===== src/rtl/fir_ctrl_pkg.sv =====
`default_nettype none
// +----------------------------------------------------------------------------+
// | fir_ctrl_pkg                                                               |
// | Shared FSM encoding and address/config helpers for the FIR reload sequencer|
// | Revision: 1.0                                                              |
// +----------------------------------------------------------------------------+
package fir_ctrl_pkg;

    typedef enum logic [1:0] {
        ST_IDLE   = 2'd0,
        ST_RELOAD = 2'd1,
        ST_CONFIG = 2'd2
    } state_t;

    // The config word is the set index with every bit above SEL_WIDTH forced to zero.
    function automatic logic [31:0] cfg_pad(input logic [31:0] sel, input int unsigned sel_width);
        logic [31:0] mask;
        mask = (sel_width >= 32) ? 32'hFFFF_FFFF : ((32'd1 << sel_width) - 32'd1);
        return sel & mask;
    endfunction

    function automatic int unsigned coeff_addr(input int unsigned sel,
                                               input int unsigned tap,
                                               input int unsigned num_taps);
        return sel * num_taps + tap;
    endfunction

endpackage
`default_nettype wire


===== src/rtl/fir_coeff_loader_if.sv =====
`default_nettype none
// +----------------------------------------------------------------------------+
// | fir_coeff_loader_if                                                        |
// | Reload and config AXI-Stream channels toward the reloadable FIR            |
// | Revision: 1.0                                                              |
// +----------------------------------------------------------------------------+
interface fir_coeff_loader_if #(
    parameter int unsigned COEFF_WIDTH = 16,
    parameter int unsigned CFG_WIDTH   = 8
) ();
    logic                   m_reload_tvalid;
    logic [COEFF_WIDTH-1:0] m_reload_tdata;
    logic                   m_reload_tlast;
    logic                   m_reload_tready;
    logic                   m_config_tvalid;
    logic [CFG_WIDTH-1:0]   m_config_tdata;
    logic                   m_config_tready;

    modport master (
        output m_reload_tvalid, m_reload_tdata, m_reload_tlast,
        input  m_reload_tready,
        output m_config_tvalid, m_config_tdata,
        input  m_config_tready
    );

    modport slave (
        input  m_reload_tvalid, m_reload_tdata, m_reload_tlast,
        output m_reload_tready,
        input  m_config_tvalid, m_config_tdata,
        output m_config_tready
    );
endinterface
`default_nettype wire


===== src/rtl/fir_skid_fifo2.sv =====
`default_nettype none
// +----------------------------------------------------------------------------+
// | fir_skid_fifo2                                                             |
// | Two-entry registered AXI-Stream FIFO exposing its occupancy to the writer  |
// | Revision: 1.0                                                              |
// +----------------------------------------------------------------------------+
module fir_skid_fifo2 #(
    parameter int unsigned WIDTH = 17
) (
    input  logic             aclk,
    input  logic             aresetn,
    input  logic             s_tvalid,
    input  logic [WIDTH-1:0] s_tdata,
    output logic             m_tvalid,
    output logic [WIDTH-1:0] m_tdata,
    input  logic             m_tready,
    output logic [1:0]       occupancy
);
    logic [WIDTH-1:0] r_mem [2];
    logic             r_wptr;
    logic             r_rptr;
    logic [1:0]       r_count;
    logic             w_push;
    logic             w_pop;

    // The writer never pushes into a full FIFO: it throttles on occupancy.
    assign w_push    = s_tvalid;
    assign w_pop     = m_tvalid && m_tready;
    assign m_tvalid  = (r_count != 2'd0);
    assign m_tdata   = r_mem[r_rptr];
    assign occupancy = r_count;

    always_ff @(posedge aclk or negedge aresetn) begin
        if (!aresetn) begin
            r_mem[0] <= '0;
            r_mem[1] <= '0;
            r_wptr   <= 1'b0;
            r_rptr   <= 1'b0;
            r_count  <= 2'd0;
        end else begin
            if (w_push) begin
                r_mem[r_wptr] <= s_tdata;
                r_wptr        <= ~r_wptr;
            end
            if (w_pop) begin
                r_rptr <= ~r_rptr;
            end
            case ({w_push, w_pop})
                2'b10:   r_count <= r_count + 2'd1;
                2'b01:   r_count <= r_count - 2'd1;
                default: r_count <= r_count;
            endcase
        end
    end
endmodule
`default_nettype wire


===== src/rtl/fir_coeff_loader.sv =====
`default_nettype none
// +----------------------------------------------------------------------------+
// | fir_coeff_loader                                                           |
// | Streams one coefficient set from memory to the FIR reload port, then config|
// | Revision: 1.0                                                              |
// +----------------------------------------------------------------------------+
module fir_coeff_loader
    import fir_ctrl_pkg::*;
#(
    parameter int unsigned COEFF_WIDTH = 16,
    parameter int unsigned NUM_TAPS    = 64,
    parameter int unsigned NUM_SETS    = 16,
    parameter int unsigned SEL_WIDTH   = 4,
    parameter int unsigned CFG_WIDTH   = 8,
    parameter int unsigned ADDR_WIDTH  = $clog2(NUM_SETS * NUM_TAPS)
) (
    input  logic                   aclk,
    input  logic                   aresetn,
    input  logic                   load_req,
    input  logic [SEL_WIDTH-1:0]   load_sel,
    output logic                   busy,
    output logic                   done,
    output logic                   err,
    output logic [SEL_WIDTH-1:0]   active_sel,
    output logic                   mem_rd_en,
    output logic [ADDR_WIDTH-1:0]  mem_addr,
    input  logic [COEFF_WIDTH-1:0] mem_rdata,
    fir_coeff_loader_if.master     axis
);
    localparam int unsigned         TAP_W      = $clog2(NUM_TAPS + 1);
    localparam logic [TAP_W-1:0]    C_NUM_TAPS = TAP_W'(NUM_TAPS);
    localparam logic [TAP_W-1:0]    C_LAST_TAP = TAP_W'(NUM_TAPS - 1);

    state_t                 r_state;
    state_t                 w_state_next;
    logic                   w_start;
    logic [SEL_WIDTH-1:0]   w_start_sel;

    logic [SEL_WIDTH-1:0]   r_sel;
    logic [SEL_WIDTH-1:0]   r_pend_sel;
    logic                   r_pend_valid;
    logic [SEL_WIDTH-1:0]   r_active_sel;
    logic                   r_done;
    logic                   r_err;
    logic [TAP_W-1:0]       r_tap;
    logic                   r_rd_inflight;
    logic                   r_rd_last;

    logic                   w_req_ok;
    logic                   w_reload_hs;
    logic                   w_cfg_valid;
    logic                   w_cfg_hs;
    logic                   w_credit_ok;
    logic                   w_fifo_valid;
    logic [COEFF_WIDTH:0]   w_fifo_head;
    logic [1:0]             w_fifo_occ;

    assign w_req_ok    = load_req && (32'(load_sel) < NUM_SETS);
    assign w_reload_hs = w_fifo_valid && axis.m_reload_tready;
    assign w_cfg_hs    = w_cfg_valid && axis.m_config_tready;

    // Credit counts the slot freed by this cycle's pop so the FIFO can sustain
    // one beat per cycle while never holding more than two words.
    assign w_credit_ok = ({1'b0, w_fifo_occ} + {2'b00, r_rd_inflight}) <
                         (3'd2 + {2'b00, w_reload_hs});

    always_ff @(posedge aclk or negedge aresetn) begin
        if (!aresetn) begin
            r_state <= ST_IDLE;
        end else begin
            r_state <= w_state_next;
        end
    end

    always_comb begin
        w_state_next = r_state;
        w_start      = 1'b0;
        w_start_sel  = load_sel;
        case (r_state)
            ST_IDLE: begin
                if (w_req_ok) begin
                    w_start      = 1'b1;
                    w_state_next = ST_RELOAD;
                end
            end
            ST_RELOAD: begin
                if (w_reload_hs && w_fifo_head[COEFF_WIDTH]) begin
                    w_state_next = ST_CONFIG;
                end
            end
            ST_CONFIG: begin
                if (w_cfg_hs) begin
                    // A request arriving on the handshake cycle is newer than the stored one.
                    if (w_req_ok) begin
                        w_start      = 1'b1;
                        w_state_next = ST_RELOAD;
                    end else if (r_pend_valid) begin
                        w_start      = 1'b1;
                        w_start_sel  = r_pend_sel;
                        w_state_next = ST_RELOAD;
                    end else begin
                        w_state_next = ST_IDLE;
                    end
                end
            end
            default: w_state_next = ST_IDLE;
        endcase
    end

    always_comb begin
        busy        = (r_state != ST_IDLE);
        w_cfg_valid = (r_state == ST_CONFIG);
        mem_rd_en   = (r_state == ST_RELOAD) && (r_tap != C_NUM_TAPS) && w_credit_ok;
    end

    assign mem_addr            = ADDR_WIDTH'(coeff_addr(32'(r_sel), 32'(r_tap), NUM_TAPS));
    assign axis.m_config_tvalid = w_cfg_valid;
    assign axis.m_config_tdata  = w_cfg_valid ? CFG_WIDTH'(cfg_pad(32'(r_sel), SEL_WIDTH)) : '0;
    assign axis.m_reload_tvalid = w_fifo_valid;
    assign axis.m_reload_tdata  = w_fifo_head[COEFF_WIDTH-1:0];
    assign axis.m_reload_tlast  = w_fifo_head[COEFF_WIDTH];
    assign done                 = r_done;
    assign err                  = r_err;
    assign active_sel           = r_active_sel;

    always_ff @(posedge aclk or negedge aresetn) begin
        if (!aresetn) begin
            r_sel         <= '0;
            r_pend_sel    <= '0;
            r_pend_valid  <= 1'b0;
            r_active_sel  <= '0;
            r_done        <= 1'b0;
            r_err         <= 1'b0;
            r_tap         <= '0;
            r_rd_inflight <= 1'b0;
            r_rd_last     <= 1'b0;
        end else begin
            r_done        <= w_cfg_hs;
            r_err         <= load_req && !w_req_ok;
            r_rd_inflight <= mem_rd_en;
            r_rd_last     <= (r_tap == C_LAST_TAP);

            if (w_cfg_hs) begin
                r_active_sel <= r_sel;
            end

            if (w_start) begin
                r_sel <= w_start_sel;
                r_tap <= '0;
            end else if (mem_rd_en) begin
                r_tap <= r_tap + 1'b1;
            end

            if (w_start) begin
                r_pend_valid <= 1'b0;
            end else if (busy && w_req_ok) begin
                r_pend_valid <= 1'b1;
                r_pend_sel   <= load_sel;
            end
        end
    end

    fir_skid_fifo2 #(
        .WIDTH (COEFF_WIDTH + 1)
    ) u_reload_fifo (
        .aclk      (aclk),
        .aresetn   (aresetn),
        .s_tvalid  (r_rd_inflight),
        .s_tdata   ({r_rd_last, mem_rdata}),
        .m_tvalid  (w_fifo_valid),
        .m_tdata   (w_fifo_head),
        .m_tready  (axis.m_reload_tready),
        .occupancy (w_fifo_occ)
    );
endmodule
`default_nettype wire


===== src/flat_wrapper.sv =====
// flat-port wrapper written by rule: the top's interface ports become plain ports
module fir_coeff_loader_flat import fir_ctrl_pkg::*;
#(
    parameter int unsigned COEFF_WIDTH = 16,
    parameter int unsigned NUM_TAPS    = 64,
    parameter int unsigned NUM_SETS    = 16,
    parameter int unsigned SEL_WIDTH   = 4,
    parameter int unsigned CFG_WIDTH   = 8,
    parameter int unsigned ADDR_WIDTH  = $clog2(NUM_SETS * NUM_TAPS)
)
  (aclk, aresetn, load_req, load_sel, busy, done, err, active_sel, mem_rd_en, mem_addr, mem_rdata, axis_m_reload_tvalid, axis_m_reload_tdata, axis_m_reload_tlast, axis_m_reload_tready, axis_m_config_tvalid, axis_m_config_tdata, axis_m_config_tready);
  fir_coeff_loader_if #(.COEFF_WIDTH(COEFF_WIDTH), .CFG_WIDTH(CFG_WIDTH)) axis_i ();
  input  logic aclk;
  input  logic aresetn;
  input  logic load_req;
  input  logic [SEL_WIDTH-1:0] load_sel;
  output logic busy;
  output logic done;
  output logic err;
  output logic [SEL_WIDTH-1:0] active_sel;
  output logic mem_rd_en;
  output logic [ADDR_WIDTH-1:0] mem_addr;
  input  logic [COEFF_WIDTH-1:0] mem_rdata;
  output wire logic [$bits(axis_i.m_reload_tvalid)-1:0] axis_m_reload_tvalid;
  output wire logic [$bits(axis_i.m_reload_tdata)-1:0] axis_m_reload_tdata;
  output wire logic [$bits(axis_i.m_reload_tlast)-1:0] axis_m_reload_tlast;
  input wire logic [$bits(axis_i.m_reload_tready)-1:0] axis_m_reload_tready;
  output wire logic [$bits(axis_i.m_config_tvalid)-1:0] axis_m_config_tvalid;
  output wire logic [$bits(axis_i.m_config_tdata)-1:0] axis_m_config_tdata;
  input wire logic [$bits(axis_i.m_config_tready)-1:0] axis_m_config_tready;
  assign axis_m_reload_tvalid = axis_i.m_reload_tvalid;
  assign axis_m_reload_tdata = axis_i.m_reload_tdata;
  assign axis_m_reload_tlast = axis_i.m_reload_tlast;
  assign axis_i.m_reload_tready = axis_m_reload_tready;
  assign axis_m_config_tvalid = axis_i.m_config_tvalid;
  assign axis_m_config_tdata = axis_i.m_config_tdata;
  assign axis_i.m_config_tready = axis_m_config_tready;
  fir_coeff_loader #(.COEFF_WIDTH(COEFF_WIDTH), .NUM_TAPS(NUM_TAPS), .NUM_SETS(NUM_SETS), .SEL_WIDTH(SEL_WIDTH), .CFG_WIDTH(CFG_WIDTH), .ADDR_WIDTH(ADDR_WIDTH)) u_core (.aclk(aclk), .aresetn(aresetn), .load_req(load_req), .load_sel(load_sel), .busy(busy), .done(done), .err(err), .active_sel(active_sel), .mem_rd_en(mem_rd_en), .mem_addr(mem_addr), .mem_rdata(mem_rdata), .axis(axis_i));
endmodule

===== config.mk =====
export PLATFORM = sky130hd
export DESIGN_NAME = fir_coeff_loader_flat
export DESIGN_NICKNAME = d
export VERILOG_FILES = /design/src/rtl/fir_ctrl_pkg.sv /design/src/rtl/fir_coeff_loader_if.sv /design/src/rtl/fir_skid_fifo2.sv /design/src/rtl/fir_coeff_loader.sv /design/src/flat_wrapper.sv
export SDC_FILE = /design/constraint.sdc
export NUM_CORES = 1
export LEC_CHECK = 0
export ABC_AREA = 0
export BUFFER_PORTS_ARGS = -buffer_cell sky130_fd_sc_hd__buf_4
export CAP_MARGIN = 20
export CORE_UTILIZATION = 25
export DETAILED_ROUTE_END_ITERATION = 8
export PLACE_DENSITY = 0.51
export SETUP_SLACK_MARGIN = 0.2
export SYNTH_ARGS = -nofsm -noshare
export SYNTH_HDL_FRONTEND = slang
export SYNTH_SLANG_ARGS = --single-unit

===== constraint.sdc =====
create_clock -name aclk -period 1.81 [get_ports aclk]
set_input_delay 0.181 -clock aclk [delete_from_list [all_inputs] [get_ports aclk]]
set_output_delay 0.181 -clock aclk [all_outputs]
set_load 0.005 [all_outputs]

==> impl_metrics.env, run 1 <==
export IMPL_crit_type="flop to flop"
export IMPL_avgSynthCellArea_um2=13.0
export IMPL_finalWorstSetupSlack_ns=-0.0174
export IMPL_async_flop_share_pct=100
export IMPL_finalCritPeriodShare_pct=101
export IMPL_synthTopCellsByArea="dfrtp_1 53%, mux2_2 22%, ha_1 3.0%"
export IMPL_postLayoutCoreUtil_pct=36.6
export IMPL_drv_slew=0
export IMPL_max_cap_violations=0
export IMPL_die_area_um2=12300
export IMPL_route_detailed_drc=0
export IMPL_ys_top_cells_by_count="63 x dfrtp_1, 59 x mux2_2, 13 x nand2_1"
export IMPL_core_um2=11500
export IMPL_die_h_um=111
export IMPL_hp_class="input port to flop"
export IMPL_yosys_warnings=0
export IMPL_clkTransAtPathRegs_ns=0.05
export IMPL_setup_violations=3
export IMPL_rows=39
export IMPL_synth_edf_count=0
export IMPL_finClkSkew_ns=0.00723
export IMPL_wl_per_cell_um=13.5
export IMPL_grtUsageMet1_pct=12.9
export IMPL_clock_power_share_pct=24.2
export IMPL_post_dp_hpwl_um=4290
export IMPL_cp_start_kind="flop"
export IMPL_worst_r2r_startpoint="u_core.u_reload_fifo.occupancy[0]$_DFFE_PN0P_"
export IMPL_grt_total_usage_pct=10.7
export IMPL_grt_overflow=0
export IMPL_vias_per_cell=4.33
export IMPL_cp_max_fo=9
export IMPL_initial_core_util_pct=25.8
export IMPL_r2r_cells=6
export IMPL_rsz0062_at_grt="yes"
export IMPL_routed_wl_um=6180
export IMPL_synth_flop_cell="dfrtp_1"
export IMPL_antenna_cells=0
export IMPL_hold_start="axis_m_config_tready"
export IMPL_pwr_share_comb_pct=45.0
export IMPL_tritoncts="done"
export IMPL_met2_usage_pct=17.7
export IMPL_io_buffers=64
export IMPL_rrSetupSlack_ns=-0.02
export IMPL_power_mw=7.75
export IMPL_critical_path_required_ns=2.06
export IMPL_dr_pass1_iters=4
export IMPL_yosysUniqueCellTypes=36
export IMPL_status="complete, but fails checks"
export IMPL_p_switching_mw=2.26
export IMPL_final_antenna_net_count=0
export IMPL_seqPwrFrac_pct=30.9
export IMPL_min_path_cells=2
export IMPL_nets=341
export IMPL_first_iter_violations=60
export IMPL_clockRootBuffer="clkbuf_16"
export IMPL_synth_cells=228
export IMPL_grt_met3_usage_pct=3.06
export IMPL_synth_top_area_share_pct=53.3
export IMPL_cts_sinks=63
export IMPL_clk_latency_ns=0.32
export IMPL_cts_buffer_depth=2
export IMPL_end_kind="flop"
export IMPL_grt_max_degree=34
export IMPL_dieWidth_um=111
export IMPL_r2r_end="u_core.r_tap[5]$_DFFE_PN0P_"
export IMPL_yosysSeqAreaShare_pct=53.3
export IMPL_ir_worst_vdd_uv=682
export IMPL_p_int_mw=5.49
export IMPL_p_leak_nw=1.97
export IMPL_clock_fmax_mhz=547
export IMPL_power_density_nw_per_um2=1850
export IMPL_synth_top_area_cell="dfrtp_1"
export IMPL_ioPinCount=70
export IMPL_post_synth_top_count_cell="dfrtp_1"
export IMPL_syn2layout_area_growth_pct=41.7
export IMPL_syn_area_um2=2960
export IMPL_cp_arrival_ns=2.08
export IMPL_grt_pass1_vias=2014
export IMPL_final_period_minus_worst_setup_slack_ns=1.83
export IMPL_vias=1978
export IMPL_final_hold_violation_count=0
export IMPL_hold_path_end="u_core.r_state[1]$_DFFE_PN0P_"
export IMPL_cts_buffers=9
export IMPL_gp_congestion=0.683
export IMPL_layout_drive_gt1_share_pct=55.4
export IMPL_grt_pass1_wl_um=10300
export IMPL_antenna_found_initial=0
export IMPL_top_usage_layer="met2"
export IMPL_ys_ff_latch=63
export IMPL_cts_htree_levels=3
export IMPL_violations="negative setup slack"
export IMPL_p_sw_share_pct=29.2
-- stage by stage --
step | hold WS (ns) | setup TNS (ns) | std cells | setup slack, ns | area, um^2
finish | 0.0847 | -0.0488 | 457 | -0.0174 | 4190
global route | 0.0885 | -0.378 | 457 | -0.0881 | 4190
CTS | 0.0797 | -0.0560 | 454 | -0.0227 | 4040
detailed placement | 0.156 | -0.00421 | 433 | -0.00421 | 3650
global placement | 0.150 | 0 | 433 | 0.0397 | 3650
floorplan | -0.115 | 0 | 232 | 0.0326 | 2980
-- metal layers --
metal	wire length (um)	vias up	share of wire [%]
li1	-	949	-
met1	2740	969	44
met2	3070	50	50
met3	259	10	4.2
met4	105	0	1.7
met5	0	-	0
-- how the worst max path moves through the flow --
stage	slack (ns)	end	cells past startpoint	start
floorplan	0.03	u_core.r_tap[6]$_DFFE_PN0P_	6	u_core.u_reload_fifo.occupancy[0]$_DFFE_PN0P_
global placement	0.04	u_core.r_tap[5]$_DFFE_PN0P_	5	u_core.r_rd_inflight$_DFF_PN0_
detailed placement	-0.004	u_core.r_tap[5]$_DFFE_PN0P_	5	u_core.r_rd_inflight$_DFF_PN0_
CTS	-0.02	mem_rd_en	5	u_core.u_reload_fifo.occupancy[0]$_DFFE_PN0P_
global route	-0.09	u_core.r_tap[6]$_DFFE_PN0P_	6	u_core.u_reload_fifo.occupancy[0]$_DFFE_PN0P_
finish	-0.02	u_core.r_tap[5]$_DFFE_PN0P_	6	u_core.u_reload_fifo.occupancy[0]$_DFFE_PN0P_
-- power groups by stage --
stage | Sequential, mW | Clock, mW | Combinational, mW
finish | 2.39 | 1.87 | 3.49
floorplan | 2.29 | 0 | 1.82
global placement | 2.37 | 0 | 2.91
detailed placement | 2.39 | 0 | 2.94
global route | 2.49 | 1.99 | 3.80
CTS | 2.36 | 1.93 | 3.13
-- area by class of cell --
| class | instances | area [um^2] |
|---|---|---|
| Timing Repair Buffer | 84 | 726 |
| Fill cell | 1141 | 7270 |
| Clock buffer | 13 | 260 |
| Inverter | 7 | 26.3 |
| Sequential cell | 63 | 1580 |
| Clock inverter | 3 | 65.1 |
| Multi-Input combinational cell | 144 | 1360 |
| Tap cell | 143 | 179 |
-- layout by cell type, fill, tap and decap left out, types with 4 or more instances in the layout --
| cell | n |
|---|---|
| mux2_2 | 43 |
| mux2i_1 | 7 |
| mux2_4 | 16 |
| xnor2_1 | 4 |
| clkbuf_16 | 10 |
| buf_4 | 69 |
| buf_6 | 10 |
| and2_1 | 4 |
| ha_2 | 4 |
| dfrtp_1 | 62 |
| or2_2 | 4 |
| conb_1 | 5 |
| inv_1 | 7 |
| o21ai_0 | 4 |
| nand2_1 | 13 |
-- flip-flops by register name, indices dropped and copies added, names as in the netlist, 2 cells and up --
register,count
u_core.active_sel,4
u_core.r_tap,7
u_core.r_sel,4
u_core.r_pend_sel,4
u_core.u_reload_fifo.occupancy,2
u_core.u_reload_fifo.r_mem,34
u_core.r_state,2
-- cell families (layout without fill, tap and decap cells) --
| group | after synthesis | count (layout) | share of synthesized area, % |
|---|---|---|---|
| compound gates | 18 | 18 | 4.10 |
| flops | 63 | 63 | 53.3 |
| xor+xnor | 7 | 7 | 2.07 |
| fa+ha+maj | 7 | 7 | 2.96 |
| buf+inv | 25 | 107 | 4.86 |
| simple gates | 41 | 41 | 7.82 |
| other cells | 1 | 5 | 0.127 |
| mux | 66 | 66 | 24.8 |
-- worst max-delay path, stage by stage, from the launching register on --
cell	delay, ns
dfrtp_1	0.37
ha_2	0.18
ha_2	0.17
a311o_2	0.35
buf_6	0.15
or4_1	0.39
a21oi_1	0.13
-- timing repair --
item	4_1_cts	5_1_grt
pin swaps	4	0
gates cloned	0	1
setup buffers	4	2
hold endpoints to repair	30	0
resized for setup	8	31
endpoints found under the setup margin	26	29
hold buffers	1	0
Power figures use the tool's default switching activity.
==> inputs of run 2 (changes only) <==
PLACE_DENSITY = 0.49   (was 0.51)
clock period = 1.8 ns   (was 1.81 ns; I/O delays follow)
==> impl_metrics.env, run 2 (same netlist as run 1, synthesis figures left out) <==
export IMPL_routed_wl_um=6270
export IMPL_seqPwrFrac_pct=31.9
export IMPL_vias=1985
export IMPL_core_um2=11500
export IMPL_wl_per_cell_um=13.8
export IMPL_cp_arrival_ns=2.09
export IMPL_final_antenna_net_count=0
export IMPL_die_h_um=111
export IMPL_route_detailed_drc=0
export IMPL_final_period_minus_worst_setup_slack_ns=1.85
export IMPL_postLayoutCoreUtil_pct=36.0
export IMPL_layout_commonest_cell="buf_4"
export IMPL_cp_start_kind="flop"
export IMPL_drv_slew=0
export IMPL_die_area_um2=12300
export IMPL_p_int_mw=5.29
export IMPL_reg_top3="u_core.u_reload_fifo.r_mem (34), u_core.r_tap (7)"
export IMPL_p_switching_mw=2.24
export IMPL_finClkSkew_ns=0.00684
export IMPL_vias_per_cell=4.37
export IMPL_cp_num_buf_inv=1
export IMPL_critical_path_required_ns=2.05
export IMPL_rsz0062_at_grt="yes"
export IMPL_slowest_stage="or4_4"
export IMPL_clock_fmax_mhz=541
export IMPL_dr_pass1_iters=4
export IMPL_place_area_um2=3640
export IMPL_cts_sinks=63
export IMPL_fillers=1154
export IMPL_cp_max_fo=5
export IMPL_grt_max_degree=34
export IMPL_end_kind="flop"
export IMPL_initial_core_util_pct=25.8
export IMPL_clkTransAtPathRegs_ns=0.05
export IMPL_finalCritPeriodShare_pct=103
export IMPL_gp_congestion=0.643
export IMPL_ir_worst_vdd_uv=556
export IMPL_violations="negative setup slack"
export IMPL_antenna_cells=0
export IMPL_hp_class="input port to flop"
export IMPL_grt_pass1_wl_um=10400
export IMPL_post_place_ws_ns=-0.000716
export IMPL_finalWorstSetupSlack_ns=-0.0477
export IMPL_rrSetupSlack_ns=-0.05
export IMPL_rows=39
export IMPL_cts_buffer_depth=2
export IMPL_fin_area_um2=4130
export IMPL_ioPinCount=70
export IMPL_p_leak_nw=1.92
export IMPL_hold_ws_ns=0.0684
export IMPL_dieWidth_um=111
export IMPL_max_cap_violations=0
export IMPL_tritoncts="done"
export IMPL_cpPeakStageDelay_ns=0.40
export IMPL_io_buffers=64
export IMPL_cts_buffers=9
export IMPL_top_register="u_core.u_reload_fifo.r_mem"
export IMPL_layout_drive_gt1_share_pct=56.3
export IMPL_syn2layout_area_growth_pct=39.6
export IMPL_grt_pass1_vias=2084
export IMPL_post_dp_hpwl_um=4420
export IMPL_timing_setup_tns_ns=-0.112
export IMPL_nets=339
export IMPL_cts_htree_levels=3
export IMPL_p_sw_share_pct=29.8
export IMPL_clk_latency_ns=0.32
export IMPL_path_cells="ha_2 -> ha_2 -> a311o_2 -> buf_6 -> or4_4 -> a21oi_1"
export IMPL_power_density_nw_per_um2=1820
export IMPL_final_cell_mix="76 x buf_4, 62 x dfrtp_1, 48 x mux2_2"
export IMPL_first_iter_violations=38
export IMPL_crit_type="flop to flop"
export IMPL_pwr_share_comb_pct=43.7
export IMPL_clock_power_share_pct=24.3
export IMPL_clockRootBuffer="clkbuf_16"
export IMPL_final_hold_violation_count=0
export IMPL_antenna_found_initial=0
export IMPL_setup_violations=3
export IMPL_crit_top_cell="ha_2"
export IMPL_grt_overflow=0
export IMPL_critPathTopFamily="compound AO/OA/AOI/OAI gates"
export IMPL_largest_reg_flops=34
export IMPL_status="complete, but fails checks"
export IMPL_grt_total_usage_pct=10.9
run 2: changes by cell type in the layout (fill, tap and decap cells not counted), sizes merged:
cell and change:
buf -1, clkbuf -3, clkinv +1
run 2: cell type report:
| type | instances | area (um^2) | share of cell area [%] |
|---|---|---|---|
| multi-input cells | 144 | 1380 | 33.5 |
| clock inverters | 4 | 70.1 | 1.70 |
| flip-flops and latches | 63 | 1580 | 38.2 |
| well taps | 143 | 179 | 4.33 |
| repair buffers | 82 | 654 | 15.8 |
| inverters | 7 | 26.3 | 0.636 |
| clock buffers | 11 | 243 | 5.87 |
run 2: worst paths after layout:
check,from,to,cells after the start
max,u_core.u_reload_fifo.occupancy[0]$_DFFE_PN0P_,u_core.r_tap[6]$_DFFE_PN0P_,6
min,axis_m_config_tready,u_core.r_state[1]$_DFFE_PN0P_,2
max reg2reg,u_core.u_reload_fifo.occupancy[0]$_DFFE_PN0P_,u_core.r_tap[6]$_DFFE_PN0P_,6
min reg2reg,u_core.u_reload_fifo.r_mem[14]$_DFFE_PN0P_,u_core.u_reload_fifo.r_mem[14]$_DFFE_PN0P_,1
max in group asynchronous,aresetn,u_core.r_state[0]$_DFFE_PN0P_,3
min in group asynchronous,aresetn,u_core.r_pend_sel[3]$_DFFE_PN0P_,2
run 2: power groups by stage:
stage / clock (mW) / combinational [mW] / sequential (mW)
floorplan: 0 / 1.83 / 2.30
global placement: 0 / 2.91 / 2.39
detailed placement: 0 / 2.93 / 2.41
CTS: 1.89 / 3.14 / 2.38
global route: 1.94 / 3.60 / 2.49
finish: 1.83 / 3.30 / 2.41
run 2: through the flow:
step | total power, mW | std cells
global placement | 5.29 | 433
detailed placement | 5.34 | 433
global route | 8.03 | 454
floorplan | 4.13 | 232
finish | 7.54 | 454
CTS | 7.42 | 453
run 2: what timing repair did:
item,in CTS,in global routing
pin swaps,5,1
setup buffers,4,1
hold buffers,1,0
resized for setup,11,23
cloned,0,0
hold endpoints to repair,30,0
endpoints found under the setup margin,27,30
run 2: routing by layer:
metal | wire [um] | global-route usage [%]
met1 | 2720 | 12.4
met2 | 3120 | 18.7
met3 | 323 | 3.61
met4 | 106 | 4.27
met5 | 0 | 0
